==> config.mk <==
export PLATFORM = sky130hd
export DESIGN_NAME = muldiv_unit
export DESIGN_NICKNAME = d
export VERILOG_FILES = /design/src/rtl/muldiv_unit.sv
export SDC_FILE = /design/constraint.sdc
export NUM_CORES = 1
export LEC_CHECK = 0
export BUFFER_PORTS_ARGS = -buffer_cell sky130_fd_sc_hd__buf_2
export CORE_MARGIN = 2
export CORE_UTILIZATION = 40
export CTS_BUF_LIST = sky130_fd_sc_hd__clkbuf_8
export CTS_CLUSTER_SIZE = 30
export DETAILED_ROUTE_END_ITERATION = 10
export GPL_ROUTABILITY_DRIVEN = 0
export PLACE_DENSITY_LB_ADDON = 0.2
export SYNTH_ARGS = -nofsm -noshare
export SYNTH_HDL_FRONTEND = slang
export SYNTH_SLANG_ARGS = --single-unit
==> constraint.sdc <==
create_clock -name clk -period 7.8 [get_ports clk]
set_input_delay 2.34 -clock clk [delete_from_list [all_inputs] [get_ports clk]]
set_output_delay 2.34 -clock clk [all_outputs]
set_load 0.05 [all_outputs]
==> src/rtl/muldiv_unit.sv <==
// Iterative HI/LO multiply/divide unit: radix-2 shift-add multiply, restoring divide,
// plus the mthi/mtlo/mfhi/mflo moves on the architectural HI/LO pair.
module muldiv_unit #(
  parameter int unsigned WIDTH = 32
) (
  input  logic             clk,
  input  logic             rst,
  input  logic             start,
  input  logic [5:0]       funct,
  input  logic [WIDTH-1:0] op_a,
  input  logic [WIDTH-1:0] op_b,
  input  logic             abort,
  output logic             busy,
  output logic             done,
  output logic [WIDTH-1:0] hi,
  output logic [WIDTH-1:0] lo,
  output logic [WIDTH-1:0] mf_data
);

  localparam int unsigned CW = (WIDTH > 1) ? $clog2(WIDTH) : 1;

  localparam logic [5:0] F_MFHI  = 6'b010000;
  localparam logic [5:0] F_MTHI  = 6'b010001;
  localparam logic [5:0] F_MFLO  = 6'b010010;
  localparam logic [5:0] F_MTLO  = 6'b010011;
  localparam logic [5:0] F_MULT  = 6'b011000;
  localparam logic [5:0] F_MULTU = 6'b011001;
  localparam logic [5:0] F_DIV   = 6'b011010;
  localparam logic [5:0] F_DIVU  = 6'b011011;

  typedef enum logic [1:0] {IDLE, CALC, FIX} state_t;

  state_t             state;
  logic [CW-1:0]      cnt;
  logic               is_div;
  logic               sign_a;
  logic               sign_b;
  logic               div_zero;
  logic [WIDTH-1:0]   mcand;    // multiplicand or divisor magnitude
  logic [2*WIDTH-1:0] acc;      // mult: {partial, multiplier}; div: low half is dividend/quotient
  logic [WIDTH-1:0]   rem;

  logic               is_md;
  logic               is_signed;
  logic [WIDTH-1:0]   mag_a;
  logic [WIDTH-1:0]   mag_b;
  logic [WIDTH:0]     mul_sum;
  logic [WIDTH-1:0]   div_shift;
  logic               div_ge;
  logic [WIDTH-1:0]   div_sub;
  logic [2*WIDTH-1:0] prod_fix;
  logic [WIDTH-1:0]   quo_fix;
  logic [WIDTH-1:0]   rem_fix;

  // Request decode, operand magnitudes and one radix-2 step of either algorithm
  always_comb begin
    is_md     = (funct == F_MULT) || (funct == F_MULTU) || (funct == F_DIV) || (funct == F_DIVU);
    is_signed = (funct == F_MULT) || (funct == F_DIV);
    mag_a     = (is_signed && op_a[WIDTH-1]) ? WIDTH'(-op_a) : op_a;
    mag_b     = (is_signed && op_b[WIDTH-1]) ? WIDTH'(-op_b) : op_b;

    mul_sum   = (WIDTH+1)'({1'b0, acc[2*WIDTH-1:WIDTH]}) +
                (acc[0] ? (WIDTH+1)'({1'b0, mcand}) : (WIDTH+1)'(0));

    // The shifted remainder is WIDTH+1 bits wide; its top bit is rem[WIDTH-1]
    div_shift = {rem[WIDTH-2:0], acc[WIDTH-1]};
    div_ge    = rem[WIDTH-1] || (div_shift >= mcand);
    div_sub   = div_shift - mcand;

    prod_fix  = (sign_a ^ sign_b) ? (2*WIDTH)'(-acc) : acc;
    quo_fix   = div_zero ? {WIDTH{1'b1}} :
                ((sign_a ^ sign_b) ? WIDTH'(-acc[WIDTH-1:0]) : acc[WIDTH-1:0]);
    rem_fix   = sign_a ? WIDTH'(-rem) : rem;
  end

  always_ff @(posedge clk or posedge rst) begin
    if (rst) begin
      state    <= IDLE;
      cnt      <= '0;
      is_div   <= 1'b0;
      sign_a   <= 1'b0;
      sign_b   <= 1'b0;
      div_zero <= 1'b0;
      mcand    <= '0;
      acc      <= '0;
      rem      <= '0;
      busy     <= 1'b0;
      done     <= 1'b0;
      hi       <= '0;
      lo       <= '0;
    end else begin
      done <= 1'b0;
      case (state)
        IDLE: begin
          if (start && !abort) begin
            if (is_md) begin
              state    <= CALC;
              busy     <= 1'b1;
              cnt      <= '0;
              is_div   <= funct[1];
              sign_a   <= is_signed && op_a[WIDTH-1];
              sign_b   <= is_signed && op_b[WIDTH-1];
              div_zero <= (op_b == '0);
              mcand    <= funct[1] ? mag_b : mag_a;
              acc      <= {WIDTH'(0), (funct[1] ? mag_a : mag_b)};
              rem      <= '0;
            end else if (funct == F_MTHI) begin
              hi <= op_a;
            end else if (funct == F_MTLO) begin
              lo <= op_a;
            end
          end
        end

        CALC: begin
          if (abort) begin
            state <= IDLE;
            busy  <= 1'b0;
          end else begin
            if (is_div) begin
              rem <= div_ge ? div_sub : div_shift;
              acc <= {acc[2*WIDTH-1:WIDTH], acc[WIDTH-2:0], div_ge};
            end else begin
              acc <= {mul_sum, acc[WIDTH-1:1]};
            end
            cnt <= cnt + CW'(1);
            if (cnt == CW'(WIDTH-1)) state <= FIX;
          end
        end

        FIX: begin
          state <= IDLE;
          busy  <= 1'b0;
          if (!abort) begin
            done <= 1'b1;
            if (is_div) begin
              lo <= quo_fix;
              hi <= rem_fix;
            end else begin
              {hi, lo} <= prod_fix;
            end
          end
        end

        default: begin
          state <= IDLE;
          busy  <= 1'b0;
        end
      endcase
    end
  end

  // Move-from read port; the pipeline stalls on busy before using it
  always_comb begin
    case (funct)
      F_MFHI:  mf_data = hi;
      F_MFLO:  mf_data = lo;
      default: mf_data = '0;
    endcase
  end

endmodule

==> flow_summary.json, run 1 <==
{
  "run_status": "finished, final reports clean",
  "layout-area-overhead-vs-synth_pct": 12.26,
  "max_stage_delay_ps": 480,
  "overflow": 0,
  "ys_seq_elements": 205,
  "hold_path_class": "flip-flop to flip-flop",
  "vias_per_cell": 6.010,
  "start_util": 0.4032,
  "p_total_mw": 4.027,
  "crit_path_cell_trace": "buf_2 -> or3b_2 -> or3_1 -> buf_4 -> nor2_1 -> buf_2",
  "die_x_um": 211.7,
  "first_pass_iters": 7,
  "vias": 17388,
  "final_common_cell": "nand2_1",
  "slew_headroom": 0.2281,
  "grt_pass1_wl_um": 96320,
  "tns_ps": 0,
  "startpoint_type": "input port",
  "synth_edf_count": 0,
  "cts_hold_buffers": 0,
  "finalClockSkew_ps": 54.11,
  "cp.required_ps": 5460,
  "synth-async-reset-ratio": 1.000,
  "post_cts_buffers": 0,
  "tritoncts": "built",
  "grt_use_total": 0.2801,
  "drt-initial-drc-count": 2087,
  "core_mm2": 0.04279,
  "dp_hpwl_um": 48090,
  "antenna_found_initial": 1,
  "vdd.ir_drop.worst_v": 0.0001098,
  "rsz0062_at_grt": "no",
  "nFillCells": 4249,
  "report.final.slew_viol_count": 0,
  "grt_pass1_vias": 15947,
  "crit_path_max_fanout": 32,
  "drive_above_1_share": 0.1270,
  "syn_area_per_cell_um2": 7.779,
  "insertion_delay_ps": 640,
  "clk_pin_slew_ps": 50,
  "rows": 76,
  "tightest_slew_ps": 1155,
  "pin_count": 172,
  "yosysWarnings": 0,
  "fp.dieArea_mm2": 0.04481,
  "layout.cells.most_common_list": "nand2_1 (235), nor2_1 (229), o21ai_0 (228), dfrtp_1 (204), a21oi_1 (173)",
  "crit_path_end_kind": "output port",
  "syn_nets": 2364,
  "fin_crit_ps": 6278,
  "cts.repair.resized": 0,
  "cp_common_cell": "buf_2",
  "r2r_slack_ps": 3290,
  "setup_viol": 0,
  "wl_per_cell_um": 21.99,
  "cts_sinks": 205,
  "wl_um": 63620,
  "place_inst": 2816,
  "timing.hold.ws_ps": 476.6,
  "layout.cells.non_filler": 2893,
  "grt_max_degree": 133,
  "drc": 0,
  "cts_buffers": 41,
  "p_leak_nw": 8.947,
  "cts-root-buf": "clkbuf_8",
  "fin_util": 0.4526,
  "die-height_um": 211.7,
  "yosys_most_used_dff": "dfrtp_1",
  "seqCellArea_mm2": 0.005134,
  "htree_levels": 2,
  "yosysUniqueCellTypes": 81,
  "slowest_stage": "or3b_2",
  "period_share": 0.8049,
  "arrival_ps": 3940,
  "pwr_density_cell_mw_per_mm2": 207.9,
  "io_buffers": 171,
  "nets": 2459,
  "synth_area_mm2": 0.01725,
  "antenna_left": 0,
  "crit_type": "input port to output port",
  "maxCapViolCount": 0,
  "clk_path_buf_depth": 3,
  "fmax_ghz": 0.1593,
  "yosysSeqAreaShare": 0.2973,
  "final_hold_viol_count": 0,
  "multiInputGateArea_mm2": 0.01136,
  "syn_inst": 2218
}
-- through the flow --
step	instance area [µm²]	setup slack (ps)
4_1_cts	19370	1513
3_5_place_dp	18500	1513
3_3_place_gp	18500	1546
5_1_grt	19370	1445
2_1_floorplan	17260	1324
6_report	19370	1522
-- flip-flops by register name, indices dropped and copies added (netlist names), 2 cells and up --
| signal | count |
|---|---|
| mcand | 32 |
| rem | 32 |
| cnt | 5 |
| hi | 32 |
| state | 2 |
| acc | 64 |
| lo | 32 |
-- worst max-delay path, delay by kind of cell --
| family | cells | cell delay (ps) |
|---|---|---|
| buffers and inverters | 3 | 610 |
| AND/OR/NAND/NOR | 3 | 950 |
-- path summary, 6_finish.rpt --
path | startpoint | to | depth (start not counted)
max | funct[2] | mf_data[29] | 6
min | cnt[4] | cnt[4] | 2
max reg2reg | acc[0] | acc[63] | 13
min reg2reg | cnt[4] | cnt[4] | 2
max in group asynchronous | rst | is_div | 3
min in group asynchronous | rst | lo[26] | 2
-- per-layer routing --
layer  track usage  vias to the layer above  wire length [µm]
li1              -                     8180                 -
met1        0.3835                     8377             27690
met2        0.4439                      717             28830
met3       0.03961                      114              4605
met4        0.1153                        0              2496
met5             0                        -                 0
-- final cells by class --
class / instances / share of cell area
antenna: 1 / 0.0001292
clock buffer: 52 / 0.03695
clock inverter: 24 / 0.007687
inverter: 71 / 0.01395
multi-input combinational: 1800 / 0.5864
sequential: 205 / 0.2651
tap: 546 / 0.03527
timing repair buffer: 194 / 0.05452
-- kinds of logic (layout without fill, tap and decap cells) --
| kind of cell | after synthesis | after routing | synth area share |
|---|---|---|---|
| other | 0 | 1 | 0 |
| DFF | 205 | 205 | 0.2973 |
| xor gates and xnor gates | 193 | 193 | 0.09798 |
| adders and majority gates | 72 | 72 | 0.05309 |
| and+or+nand+nor | 744 | 744 | 0.2011 |
| AOI/OAI and AO/OA | 690 | 690 | 0.2441 |
| buffers and inverters | 213 | 341 | 0.04757 |
| muxes | 101 | 101 | 0.05881 |
-- where the power goes --
group	leakage, nW	switching, mW	internal, mW	total, mW
Combinational	5.79	0.895	0.507	1.40
Sequential	2.68	0.234	1.21	1.44
Clock	0.481	0.542	0.640	1.18
Total	8.95	1.67	2.36	4.03
-- Yosys cell counts (14+ instances only) --
cell      count  area share
xnor2_1      95       0.048
nand2_1     236       0.051
o211ai_1     16      0.0070
and3_1       14      0.0051
nand2b_1     17      0.0062
a21oi_1     173       0.050
nor2_1      229       0.050
nand3_1      77       0.022
nor4_1       26      0.0094
a21o_1       37       0.016
o31ai_1      30       0.013
ha_1         70       0.051
xor2_1       98       0.050
o41ai_1      14      0.0071
buf_1        15      0.0033
o221ai_1     14      0.0071
a211oi_1     24       0.010
nor2b_1      15      0.0054
nor3_1       47       0.014
a31oi_1      35       0.013
mux2i_1      98       0.057
o22ai_1      37       0.013
clkbuf_1    120       0.026
inv_1        70       0.015
dfrtp_1     205        0.30
o21ai_0     230       0.067
No activity file was read; power rests on OpenSTA's default activity.
==> run 2: changes to the inputs <==
==> constraint.sdc (replaced) <==
create_clock -name clk -period 5.6 [get_ports clk]
set_input_delay 1.68 -clock clk [delete_from_list [all_inputs] [get_ports clk]]
set_output_delay 1.68 -clock clk [all_outputs]
set_load 0.05 [all_outputs]
==> run 2 against run 1 <==
Sequential power up 39%. Clock power up 32%. Combinational power up 41%. Setup slack worse by 900 ps. Largest cell class unchanged. Highest routed layer unchanged.
==> flow_summary.json, run 2 (synthesized netlist as in run 1, its figures left out) <==
{
  "run_status": "finished, final reports clean",
  "core_mm2": 0.04279,
  "pwr_density_cell_mw_per_mm2": 285.3,
  "startpoint_type": "input port",
  "place_inst": 2829,
  "cp_common_cell": "buf_2",
  "crit_type": "input port to output port",
  "cts_buffers": 39,
  "hold_path_class": "flip-flop to flip-flop",
  "vdd.ir_drop.worst_v": 0.0001538,
  "drt-initial-drc-count": 1793,
  "crit_path_cell_trace": "buf_2 -> or3b_2 -> or3_1 -> buf_4 -> nor2_1 -> buf_2",
  "clk_pin_slew_ps": 60,
  "die_x_um": 211.7,
  "layout.cells.non_filler": 2898,
  "grt_use_total": 0.2825,
  "timing.hold.ws_ps": 481.5,
  "wl_um": 64890,
  "dp_hpwl_um": 49310,
  "start_util": 0.4032,
  "max_stage_delay_ps": 480,
  "report.final.slew_viol_count": 0,
  "tns_ps": 0,
  "maxCapViolCount": 0,
  "rsz0062_at_grt": "no",
  "cp.required_ps": 3920,
  "grt_pass1_wl_um": 96880,
  "htree_levels": 2,
  "setup_slack_ps": 620.3,
  "grt_pass1_vias": 16032,
  "antenna_left": 0,
  "clk_path_buf_depth": 3,
  "crit_path_max_fanout": 32,
  "top_register": "acc",
  "period_share": 0.8892,
  "slew_headroom": 0.1971,
  "fin_crit_ps": 4980,
  "insertion_delay_ps": 630,
  "cts-root-buf": "clkbuf_8",
  "final_hold_viol_count": 0,
  "antenna_found_initial": 0,
  "drc": 0,
  "slowest_stage": "or3b_2",
  "grt_max_degree": 99,
  "setup_viol": 0,
  "diodes": 0,
  "pin_count": 172,
  "largest_reg_flops": 64,
  "fp.dieArea_mm2": 0.04481,
  "layout.cells.most_common_list": "nand2_1 (235), nor2_1 (229), o21ai_0 (228), dfrtp_1 (204), a21oi_1 (173)",
  "arrival_ps": 3300,
  "nFillCells": 4248,
  "finalClockSkew_ps": 36.44,
  "layout-area-overhead-vs-synth_pct": 12.47,
  "post_cts_buffers": 0,
  "fmax_ghz": 0.2008,
  "wl_per_cell_um": 22.39,
  "io_buffers": 171,
  "cts_hold_buffers": 0,
  "pre_cts_ws_ps": 631.6,
  "overflow": 0,
  "die-height_um": 211.7,
  "cts_sinks": 205,
  "tightest_slew_ps": 1201,
  "first_pass_iters": 6,
  "tritoncts": "built",
  "p_leak_nw": 8.989,
  "drive_above_1_share": 0.1271,
  "vias_per_cell": 6.048,
  "cts.repair.resized": 0,
  "rows": 76,
  "final_common_cell": "nand2_1",
  "critPathBufInv": 3,
  "crit_path_end_kind": "output port",
  "vias": 17526,
  "r2r_slack_ps": 1250,
  "nets": 2470,
  "critPathTopFamily": "simple AND/OR/NAND/NOR gates"
}
run 2: cell count changes in the layout (fill, tap and decap cells not counted):
| cell | before | now |
|---|---|---|
| buf_4 | 22 | 34 |
| clkinv_2 | 14 | 6 |
| inv_1 | 75 | 80 |
| clkbuf_8 | 52 | 49 |
| buf_12 | 2 | 3 |
| clkinvlp_4 | 3 | 2 |
| diode_2 | 1 | 0 |
| inv_6 | 0 | 1 |
| inv_8 | 1 | 0 |
run 2: metal layers:
| metal | routed length, µm | track usage | share of wire |
|---|---|---|---|
| met2 | 29400 | 0.4566 | 0.45 |
| met1 | 27590 | 0.3739 | 0.43 |
| met5 | 0 | 0 | 0 |
| met3 | 5146 | 0.04658 | 0.079 |
| met4 | 2741 | 0.1195 | 0.042 |
run 2: cell type report:
type / instances / area [µm²] / area share
inverters: 71 / 270.3 / 0.01393
clock buffers: 49 / 674.4 / 0.03476
multi-input cells: 1800 / 11360 / 0.5854
clock inverters: 20 / 117.6 / 0.006061
repair buffers: 207 / 1166 / 0.06010
flip-flops and latches: 205 / 5134 / 0.2646
well taps: 546 / 683.2 / 0.03521
run 2: stage by stage:
| step | area, µm² | total power [mW] | util |
|---|---|---|---|
| 6_report | 19400 | 5.536 | 0.4535 |
| 5_1_grt | 19400 | 5.825 | 0.4535 |
| 4_1_cts | 19400 | 5.522 | 0.4535 |
| 3_5_place_dp | 18610 | 3.958 | 0.4349 |
| 3_3_place_gp | 18610 | 3.922 | 0.4349 |
| 2_1_floorplan | 17260 | 3.345 | - |
run 2: power breakdown:
group | internal (mW) | leakage [nW] | total [mW] | switching, mW
Combinational | 0.712 | 5.86 | 1.98 | 1.27
Sequential | 1.68 | 2.68 | 2.00 | 0.317
Clock | 0.834 | 0.453 | 1.56 | 0.721
run 2: tightest hold or removal path: cells and delay by family (launching register included):
kind / cells / cell delay [ps]
simple gates: 2 / 100
flops: 1 / 350
run 2: final timing paths:
| kind | start | endpoint | depth (start not counted) |
|---|---|---|---|
| hold reg to reg | cnt[4] | cnt[4] | 2 |
| min in group asynchronous | rst | hi[25] | 2 |
| max in group asynchronous | rst | rem[23] | 3 |
| hold / removal | cnt[4] | cnt[4] | 2 |
| setup reg to reg | acc[0] | acc[63] | 13 |
| setup / recovery | funct[2] | mf_data[23] | 6 |
